[config.mk]
export PLATFORM = sky130hd
export DESIGN_NAME = vad_hangover
export DESIGN_NICKNAME = d
export VERILOG_FILES = /design/src/rtl/vad_hangover.sv
export SDC_FILE = /design/constraint.sdc
export NUM_CORES = 1
export LEC_CHECK = 0
export ABC_AREA = 1
export CORE_ASPECT_RATIO = 2
export CORE_MARGIN = 5
export CORE_UTILIZATION = 45
export CTS_CLUSTER_SIZE = 28
export DETAILED_ROUTE_END_ITERATION = 10
export PLACE_DENSITY = 0.67
export SYNTH_ARGS = -nofsm -noshare
export SYNTH_HDL_FRONTEND = slang
export SYNTH_SLANG_ARGS = --single-unit
[constraint.sdc]
create_clock -name clk -period 4.3 [get_ports clk]
set_clock_uncertainty 0.2 [all_clocks]
set_input_delay 0.43 -clock clk [delete_from_list [all_inputs] [get_ports clk]]
set_output_delay 0.43 -clock clk [all_outputs]
set_load 0.005 [all_outputs]
[src/rtl/vad_hangover.sv]
// vad_hangover: frame-level speech/non-speech smoother.
// The onset counter rejects short bursts of speech frames and the hangover
// counter bridges short pauses. The block also reports segment start/end
// pulses and a saturating segment-length count.
module vad_hangover #(
    parameter int ONSET_FRAMES    = 2,
    parameter int HANGOVER_FRAMES = 8,
    parameter int CNT_W           = 4,
    parameter int SEG_W           = 8
) (
    input  logic             clk,
    input  logic             rst,
    input  logic             clear,
    input  logic             result_valid,
    input  logic [1:0]       result,
    output logic             vad_valid,
    output logic             vad_out,
    output logic             speech_start,
    output logic             speech_end,
    output logic [SEG_W-1:0] seg_len,
    output logic [1:0]       state_o
);

    typedef enum logic [1:0] {
        ST_SIL    = 2'b00,
        ST_ONSET  = 2'b01,
        ST_SPEECH = 2'b10,
        ST_HANG   = 2'b11
    } state_t;

    localparam int CNT_MAX = (1 << CNT_W) - 1;

    // Reject illegal parameter sets while the design is being elaborated.
    if (ONSET_FRAMES < 1 || ONSET_FRAMES > CNT_MAX) begin : g_bad_onset
        $error("vad_hangover: ONSET_FRAMES=%0d out of range 1..%0d", ONSET_FRAMES, CNT_MAX);
    end
    if (HANGOVER_FRAMES < 0 || HANGOVER_FRAMES > CNT_MAX) begin : g_bad_hang
        $error("vad_hangover: HANGOVER_FRAMES=%0d out of range 0..%0d", HANGOVER_FRAMES, CNT_MAX);
    end

    // Onset target and hangover reload, both held at the full counter width.
    localparam logic [CNT_W-1:0] ONSET_TGT = CNT_W'(ONSET_FRAMES);
    localparam logic [CNT_W-1:0] HANG_INIT =
        (HANGOVER_FRAMES > 0) ? CNT_W'(HANGOVER_FRAMES - 1) : '0;

    state_t           state_q, state_d;
    logic [CNT_W-1:0] onset_cnt_q, onset_cnt_d;
    logic [CNT_W-1:0] hang_cnt_q, hang_cnt_d;
    logic             vad_valid_q, vad_valid_d;
    logic             vad_out_q, vad_out_d;
    logic             speech_start_q, speech_start_d;
    logic             speech_end_q, speech_end_d;
    logic [SEG_W-1:0] seg_len_q, seg_len_d;

    logic             is_speech;
    logic             is_noise;
    logic [SEG_W-1:0] seg_len_inc;
    logic [CNT_W-1:0] onset_cnt_inc;

    assign is_speech     = (result == 2'b10);
    assign is_noise      = (result == 2'b01);
    // The segment length sticks at all-ones instead of wrapping.
    assign seg_len_inc   = (seg_len_q == {SEG_W{1'b1}}) ? seg_len_q : seg_len_q + SEG_W'(1);
    assign onset_cnt_inc = onset_cnt_q + CNT_W'(1);

    // Next-state, counter and output computation for one accepted frame.
    always_comb begin
        state_d        = state_q;
        onset_cnt_d    = onset_cnt_q;
        hang_cnt_d     = hang_cnt_q;
        vad_valid_d    = 1'b0;
        vad_out_d      = vad_out_q;
        speech_start_d = 1'b0;
        speech_end_d   = 1'b0;
        seg_len_d      = seg_len_q;

        if (clear) begin
            // Clear beats a coincident frame: the frame is dropped silently.
            state_d     = ST_SIL;
            onset_cnt_d = '0;
            hang_cnt_d  = '0;
            vad_out_d   = 1'b0;
            seg_len_d   = '0;
        end else if (result_valid) begin
            vad_valid_d = 1'b1;
            if (!is_speech && !is_noise) begin
                // No decision: repeat the previous flag, keep counting speech.
                if (vad_out_q) begin
                    seg_len_d = seg_len_inc;
                end
            end else begin
                unique case (state_q)
                    ST_SIL: begin
                        vad_out_d = 1'b0;
                        if (is_speech) begin
                            if (ONSET_FRAMES == 1) begin
                                state_d        = ST_SPEECH;
                                vad_out_d      = 1'b1;
                                speech_start_d = 1'b1;
                                seg_len_d      = SEG_W'(1);
                            end else begin
                                state_d     = ST_ONSET;
                                onset_cnt_d = CNT_W'(1);
                            end
                        end
                    end
                    ST_ONSET: begin
                        vad_out_d = 1'b0;
                        if (is_speech) begin
                            onset_cnt_d = onset_cnt_inc;
                            if (onset_cnt_inc == ONSET_TGT) begin
                                state_d        = ST_SPEECH;
                                onset_cnt_d    = '0;
                                vad_out_d      = 1'b1;
                                speech_start_d = 1'b1;
                                seg_len_d      = SEG_W'(1);
                            end
                        end else begin
                            state_d     = ST_SIL;
                            onset_cnt_d = '0;
                        end
                    end
                    ST_SPEECH: begin
                        if (is_speech) begin
                            vad_out_d = 1'b1;
                            seg_len_d = seg_len_inc;
                        end else if (HANGOVER_FRAMES == 0) begin
                            state_d      = ST_SIL;
                            vad_out_d    = 1'b0;
                            speech_end_d = 1'b1;
                        end else begin
                            state_d    = ST_HANG;
                            hang_cnt_d = HANG_INIT;
                            vad_out_d  = 1'b1;
                            seg_len_d  = seg_len_inc;
                        end
                    end
                    ST_HANG: begin
                        if (is_speech) begin
                            state_d    = ST_SPEECH;
                            hang_cnt_d = '0;
                            vad_out_d  = 1'b1;
                            seg_len_d  = seg_len_inc;
                        end else if (hang_cnt_q == '0) begin
                            state_d      = ST_SIL;
                            vad_out_d    = 1'b0;
                            speech_end_d = 1'b1;
                        end else begin
                            hang_cnt_d = hang_cnt_q - CNT_W'(1);
                            vad_out_d  = 1'b1;
                            seg_len_d  = seg_len_inc;
                        end
                    end
                    default: begin
                        state_d = ST_SIL;
                    end
                endcase
            end
        end
    end

    // State and output registers; reset lands in SIL with no end pulse.
    always_ff @(posedge clk or posedge rst) begin
        if (rst) begin
            state_q        <= ST_SIL;
            onset_cnt_q    <= '0;
            hang_cnt_q     <= '0;
            vad_valid_q    <= 1'b0;
            vad_out_q      <= 1'b0;
            speech_start_q <= 1'b0;
            speech_end_q   <= 1'b0;
            seg_len_q      <= '0;
        end else begin
            state_q        <= state_d;
            onset_cnt_q    <= onset_cnt_d;
            hang_cnt_q     <= hang_cnt_d;
            vad_valid_q    <= vad_valid_d;
            vad_out_q      <= vad_out_d;
            speech_start_q <= speech_start_d;
            speech_end_q   <= speech_end_d;
            seg_len_q      <= seg_len_d;
        end
    end

    assign vad_valid    = vad_valid_q;
    assign vad_out      = vad_out_q;
    assign speech_start = speech_start_q;
    assign speech_end   = speech_end_q;
    assign seg_len      = seg_len_q;
    assign state_o      = state_q;

endmodule

# Yosys cells after proc, flatten, opt, wreduce, memory -nomap -nowiden
# Cells that the tools add are included.
# W data, S select, Z words.
# word_totals
word_cells,96
reg_bits,22
in_bits,6
output_inout_bits,14
# op_classes
add_sub_neg,3
eq_ne,17
n_reduce_logical,14
muxes,54
# ops
op,count
$mux W8,9
$mux W4,12
$pmux W8 S3,1
$ne A4 B4 Y1 const B,5
$mux W1,19
$mux W2,9
$pmux W4 S2,2
$reduce_and A6 Y1,2
$ne A3 B3 Y1 const B,3
$add A8 B1 Y8 const B,1
$eq A8 B8 Y1 const B,1
$pmux W2 S4,1
$eq A2 B2 Y1 const B,3
$reduce_bool A3 Y1,2
$ne A5 B5 Y1 const B,1
$reduce_and A5 Y1,1
$reduce_bool A5 Y1,1
$add A4 B1 Y4 const B,1
$eq A2 B1 Y1 const B,2
$eq A4 B2 Y1 const B,1
$logic_not A4 Y1,1
$pmux W1 S4,1
$reduce_and A4 Y1,1
$sub A4 B1 Y4 const B,1
other kinds (6),7

# Longest topological paths before layout
# Gate-level depths: netlist (run 1).
# depth
word_depth,8
mapped_depth,10
ltp_nobuf,10

# Worst setup path before layout (run 1)
# OpenSTA, ideal clock, no wires.
# synth_timing
path_type,in2reg
startpoint,input port result[0]
endpoint,register seg_len_q[6] (netlist: seg_len[6])
required_ns,3.984
path_slack_ns,2.552
cell_stages,10
t_arrival_ns,1.431
setup_time_ns,0.116
path_cell_list,inv_1 > ha_1 > nor2_2 > nand2_2 > nor2_4 > inv_2 > nand2_1 > a21oi_2 > nand2_1 > nand2_1
# synth_between
elab_chain_len,6
# synth_lines
item,line_no,source
from (decl),15,"input logic [1:0] result,"
$eq A2 B2 Y1 / $eq A2 B1 Y1 (equally long branches),"60, 61",
$mux W8 / $logic_not A1 Y1 (equally long branches),"139, 86",
$pmux W8 S3 / $logic_and A1 B1 Y1 (equally long branches),"92, 86",
$mux W8,86,if (!is_speech && !is_noise) begin
$mux W8,84,end else if (result_valid) begin
$mux W8,77,if (clear) begin
to (signal assigned),181,seg_len_q <= seg_len_d;
to (decl),53,"logic [SEG_W-1:0] seg_len_q, seg_len_d;"
# Several ways; a longest one is shown, not always the timed one. The select of a mux whose other input is x is not followed.
# A chain may end at the register's enable or synchronous reset.

# Final worst setup path (run 1)
# layout_timing
startpoint,register state_q[1] (netlist: state_o[1])
endpoint,output port state_o[1]
# layout_lines
item,line_no,source
from (decl),46,"state_t state_q, state_d;"
from (signal assigned),174,state_q <= state_d;
to (decl),21,output logic [1:0] state_o
# No word-level cell between the ends.

==> impl_results.md, run 1 <==
* Status: complete, no violations
* DIE WIDTH at 52.1 µm
* Final hold viol count at 0
* Hpwl dp at 2930 µm
* Flops & latches, synth at 22
* Share of layout cells above drive strength 1 at 0.161
* Rows at 30
* Drt pass-1 iters at 5
* Power per cell area at 428 nW/µm²
* Leakage at between 0.8 and 0.9 nW
* Wire per inst at 12.7 µm
* Post-route clock period utilization at 0.494
* First-pass GRT wire length at 6330 µm
* Final Util at 0.543
* Worst slew pin tran at ~0.87 ns
* N_diodes at 0
* Library cells used by synthesis at 29
* Syn Std Cell Area at 1590 µm²
* CTS Hold Bufs at 0
* Setup TNS at 0 ns
* Largest cells by area after synthesis: dfrtp_1 (35%), nand2_1 (16%), inv_1 (5.7%)
* Worst setup SP type: flop
* Total Wirelength at 3680 µm
* Initial antenna violation count at 0
* Main combinational cell family by area after synthesis: simple AND/OR/NAND/NOR gates
* Slowest-stage cell, CP: dfrtp_1
* Worst-path fanout max at 10
* Initial core utilization at 0.467
* Total track usage at 0.171
* Final Max Tran Viols at 0
* Worst Path Required at 3.67 ns
* RSZ-0062 raised after global routing: no
* Mean Syn Cell Area at roughly 7 µm²
* DIE AREA at about 4900 µm²
* Area leader, netlist: dfrtp_1
* Final Setup Violations at 0
* Total core area at 3420 µm²
* Largest net degree at the start of global routing at 23
* Max_slew headroom at 0.417
* Critical Path End Type: primary output
* Crit-path max cell delay at 0.63 ns
* Max Cap Violations at 0
* Vias in the first global route at between 1000 and 1500
* Fmax at between 0.4 and 0.5 GHz
* Sequential element share of the synthesized area at 0.345
* CTS H-Tree Depth at 1
* Post-Syn Nets at 234
* Hold crit path type: reg -> reg
* Post-CTS Setup Inserts at 0
* Post-synthesis adder-cell area fraction at 0.0392
* Clock slew at reported path FFs at about 0.080 ns
* Clk Tree Root Cell: clkbuf_8
* Crit-path cells: clkdlybuf4s50_1
* Clk_lat worst skew at about 0.27 ns
* PostCTS Resize Cnt at 0
* WP data arrival at around 1.5 ns
* CTS tree: built
* Worst vdd ir at between 0.2 and 0.3 mV
* Worst Path Class, Setup: reg -> out
* Synth Area in Compound Gates at 0.0942
* Hold path depth at 2
* GP Congestion at ~0.85
* IO Port Bufs at 19
* Synth top area share at 0.345
* WP depth at 1
* Final ANT Viol Nets at 0
* Clk sinks at 22
* Buffers & Inverters on Critical Path at 1
* Worst R2R Path Depth at 9
* Critical path origin: state_o[1]
* Drt via density at 5.05
* Drt drc at 0
* Top Ports at 20
* Via Count at 1465
* Hold_sp: hang_cnt_q[0]
* Initial drt markers at 41
* Synth warnings at 0
* # fillers at about 350
* Total grt overflow at 0
* Syn Inst Count at about 220
* CTS Buf Count at 3
* Die Span Y at around 94 µm
* CP delay by family, top: flip-flops
* Reg-to-Reg Start: onset_cnt_q[0]
* Nets at 255
* Final min period at 2.12 ns
* Longest Clk Path Bufs at 2
* Syn-to-layout area delta at 16.4%
* Simple-gate share of the synthesized area at 0.408
* Post-synthesis mux area share at 0
* Xor-xnor portion of the synthesized cell area at 0.0165
==> cells in the mapped netlist, drive strengths merged <==
cell,n
a211oi,1
a21oi,5
buf,3
dfrtp,22
o221ai,1
xor2,1
o21ai,12
nor2,31
and3,1
nand4,7
nand2,75
o22ai,1
nand3,20
o32ai,1
a21o,1
xnor2,2
a21boi,1
inv,33
ha,5
==> report_power, final <==
group	leakage, nW	internal (mW)	switching, mW	total [mW]
sequential	0.295	0.246	0.0741	0.320
clock	0.0216	0.0630	0.0745	0.137
combinational	0.582	0.145	0.192	0.337
==> cells in the final DEF (no fill, tap or decap) <==
master and instances:
o21ai_0 2, ha_1 5, o221ai_1 1, clkbuf_8 3, inv_1 24, nand3_2 3, xor2_1 1, a21oi_1 3
a21oi_2 2, o21ai_1 7, a211oi_1 1, dfrtp_1 22, nand4_1 7, nand2_1 67, inv_2 9, a21o_1 1
nor2_4 5, a21boi_0 1, xnor2_1 2, o21ai_2 3, clkdlybuf4s50_1 19, nor2_2 6, nand2_4 3, nor2_1 20
o32ai_1 1, o22ai_1 1, nand2_2 5, nand3_1 17, and3_1 1
==> flip-flops by register name (all words and copies together) (netlist names) <==
| signal | flops |
|---|---|
| vad_valid | 1 |
| state_o | 2 |
| hang_cnt_q | 4 |
| vad_out | 1 |
| onset_cnt_q | 4 |
| speech_end | 1 |
| speech_start | 1 |
| seg_len | 8 |
==> layer usage <==
layer,part of all wire,GRT usage,vias up
met3,0.027,0.0207,9
met5,0,0,-
met2,0.58,0.336,30
met4,0.026,0.0853,0
li1,-,-,747
met1,0.36,0.162,679
==> final timing paths <==
path / endpoint / slack (ns)
max reg2reg: seg_len[3] / 2.55
max in group asynchronous: seg_len[3] / 2.93
max: state_o[1] / 2.18
min reg2reg: hang_cnt_q[0] / 0.30
min: hang_cnt_q[0] / 0.30
min in group asynchronous: seg_len[5] / 0.43
==> through the flow <==
stage | worst slack [ns] | cells | area [µm²] | total power, mW | hold WS, ns
global route | 2.12 | 290 | 1860 | 0.858 | 0.354
floorplan | 2.55 | 223 | 1590 | 0.570 | 0.219
finish | 2.18 | 290 | 1860 | 0.794 | 0.297
global placement | 1.96 | 287 | 1810 | 0.660 | 0.275
CTS | 2.18 | 290 | 1860 | 0.797 | 0.304
detailed placement | 1.95 | 287 | 1810 | 0.662 | 0.285
==> kinds of logic (layout without fill, tap and decap cells) <==
family                     Yosys count  in the layout
AOI/OAI and AO/OA                   23             23
buffers and inverters               36             55
adders and majority gates            5              5
DFF                                 22             22
and+or+nand+nor                    134            134
xor gates and xnor gates             3              3
==> cell type report <==
cell class                 instances  area (µm²)  area share
inverter                          33         124      0.0668
sequential                        22         551       0.297
tap                               48        60.1      0.0324
timing repair buffer              19         190       0.102
multi-input combinational        165         890       0.479
clock buffer                       3        41.3      0.0223
No activity file was read; power rests on OpenSTA's default activity.
==> run 2, diff against run 1 <==
- clock period: 4.3 -> 2.1 ns (I/O delays scaled with it)
==> impl_results.md, run 2 (synthesis gave the netlist of run 1 again) <==
* Worst vdd ir at about 0.71 mV
* Crit-path cells: clkdlybuf4s50_1
* IO Port Bufs at 19
* CTS Hold Bufs at 0
* Critical Path End Type: primary output
* Slowest-stage cell, CP: dfrtp_1
* Final Max Tran Viols at 0
* Longest Clk Path Bufs at 2
* Final Setup Violations at 0
* Commonest non-fill, non-tap cell in the layout: nand2_1
* CTS H-Tree Depth at 1
* Top Ports at 20
* Dpl cells at between 200 and 300
* Hpwl dp at 3010 µm
* Nets at 263
* Most frequent cells in the layout: nand2_1 (67), inv_1 (24), dfrtp_1 (22)
* Rows at 30
* Reg-to-Reg Start: onset_cnt_q[0]
* Clock slew at reported path FFs at ~0.080 ns
* Final Util at 0.561
* Worst-path fanout max at 10
* Reg2reg setup slack at about 0.38 ns
* Syn-to-layout area delta at 20.2%
* PostCTS Resize Cnt at 0
* Max_slew headroom at 0.688
* Worst R2R End: seg_len[4]
* Largest net degree at the start of global routing at 23
* Power per cell area at 860 nW/µm²
* Total Power at 1.65 mW
* Worst slew pin tran at ~0.47 ns
* Clk sinks at 22
* Total grt overflow at 0
* Max reg flops at 8
* CP delay by family, top: flip-flops
* Initial drt markers at 61
* Clk_lat worst skew at 0.27 ns
* N_diodes at 0
* Status: complete, no violations
* Fmax at 0.524 GHz
* Final ANT Viol Nets at 0
* Initial core utilization at 0.467
* Max Cap Violations at 0
* Post-CTS Setup Inserts at 0
* Total track usage at 0.171
* Hold crit path type: in -> async
* DIE AREA at about 4900 µm²
* CTS tree: built
* GP Congestion at roughly 0.93
* Worst setup SP type: flop
* Post-route clock period utilization at 0.908
* RSZ-0062 raised after global routing: no
* Share of layout cells above drive strength 1 at 0.188
* Leakage at 0.935 nW
* Drt pass-1 iters at 5
* WP data arrival at ~1.5 ns
* Post-place instance area at around 1900 µm²
* CTS Buf Count at 3
* Final Cell Area at 1920 µm²
* Via Count at between 1500 and 2000
* Final min period at 1.91 ns
* Fin cells at roughly 300
* Total Wirelength at ~3800 µm
* Drt drc at 0
* Worst R2R Path Depth at 9
* Vias in the first global route at about 1500
* First-pass GRT wire length at 6370 µm
* Clk Tree Root Cell: clkbuf_8
* DIE WIDTH at approximately 52 µm
* Wire per inst at 12.6 µm
* Die Span Y at around 94 µm
* Total core area at roughly 3400 µm²
* Critical path origin: state_o[1]
* Crit-path max cell delay at around 0.64 ns
* Worst Path Class, Setup: reg -> out
* Initial antenna violation count at 0
* Final hold viol count at 0
* Buffers & Inverters on Critical Path at 1
* Drt via density at 5.15
* Worst Path Required at about 1.7 ns
==> run 2: cell count changes in the layout (fill, tap and decap cells not counted), sizes merged <==
cell | before | now
buf | 0 | 8
==> run 2: worst max path at each step <==
stage                       to  slack (ns)  cells after the start
floorplan           seg_len[2]        0.55                      9
global placement    seg_len[5]       -0.02                     11
detailed placement  seg_len[7]       -0.02                     10
CTS                 state_o[1]        0.20                      1
global route        seg_len[1]        0.10                     10
finish              state_o[1]        0.19                      1
==> run 2: through the flow <==
step	TNS, ns	hold WS [ns]	setup WS, ns
5_1_grt	0	0.127	0.103
6_report	0	0.0748	0.193
3_3_place_gp	-0.0515	0.273	-0.0195
4_1_cts	0	0.0879	0.196
2_1_floorplan	0	-0.000774	0.546
3_5_place_dp	-0.127	0.281	-0.0200
==> run 2: per-layer routing <==
metal	up-vias	part of all wire	track usage
li1	761	-	-
met5	-	0	0
met2	38	0.57	0.339
met1	723	0.37	0.163
met3	12	0.026	0.0127
met4	0	0.037	0.0875
==> run 2: layout make-up <==
class	count	area [µm²]
Tap cell	48	60.1
Fill cell	323	1500
Clock buffer	3	41.3
Multi-Input combinational cell	165	890
Timing Repair Buffer	27	250
Sequential cell	22	551
Inverter	33	124
==> run 2: where the power goes <==
group          total, mW  internal, mW  switching [mW]
combinational      0.728         0.320           0.407
clock              0.268         0.128           0.140
sequential         0.651         0.503           0.148
total               1.65         0.952           0.696
==> run 3, diff against run 2 <==
--- a/config.mk
+++ b/config.mk
@@ -8,2 +8,3 @@
 export ABC_AREA = 1
+export ABC_CLOCK_PERIOD_IN_PS = 2100
 export CORE_ASPECT_RATIO = 2
@@ -14,2 +15,3 @@
 export PLACE_DENSITY = 0.67
+export SLEW_MARGIN = 30
 export SYNTH_ARGS = -nofsm -noshare
--- a/constraint.sdc
+++ b/constraint.sdc
@@ -4,2 +4,2 @@
 set_output_delay 0.21 -clock clk [all_outputs]
-set_load 0.005 [all_outputs]
+set_load 0.02 [all_outputs]
==> results of run 3 <==
The final DEF is identical to that of run 2. Status: complete, no violations.
Among the figures that moved: setup slack after layout 0.193 ns -> 0.0900 ns; total power 1.65 mW -> 1.70 mW; worst IR drop on VDD 0.706 mV -> 0.730 mV
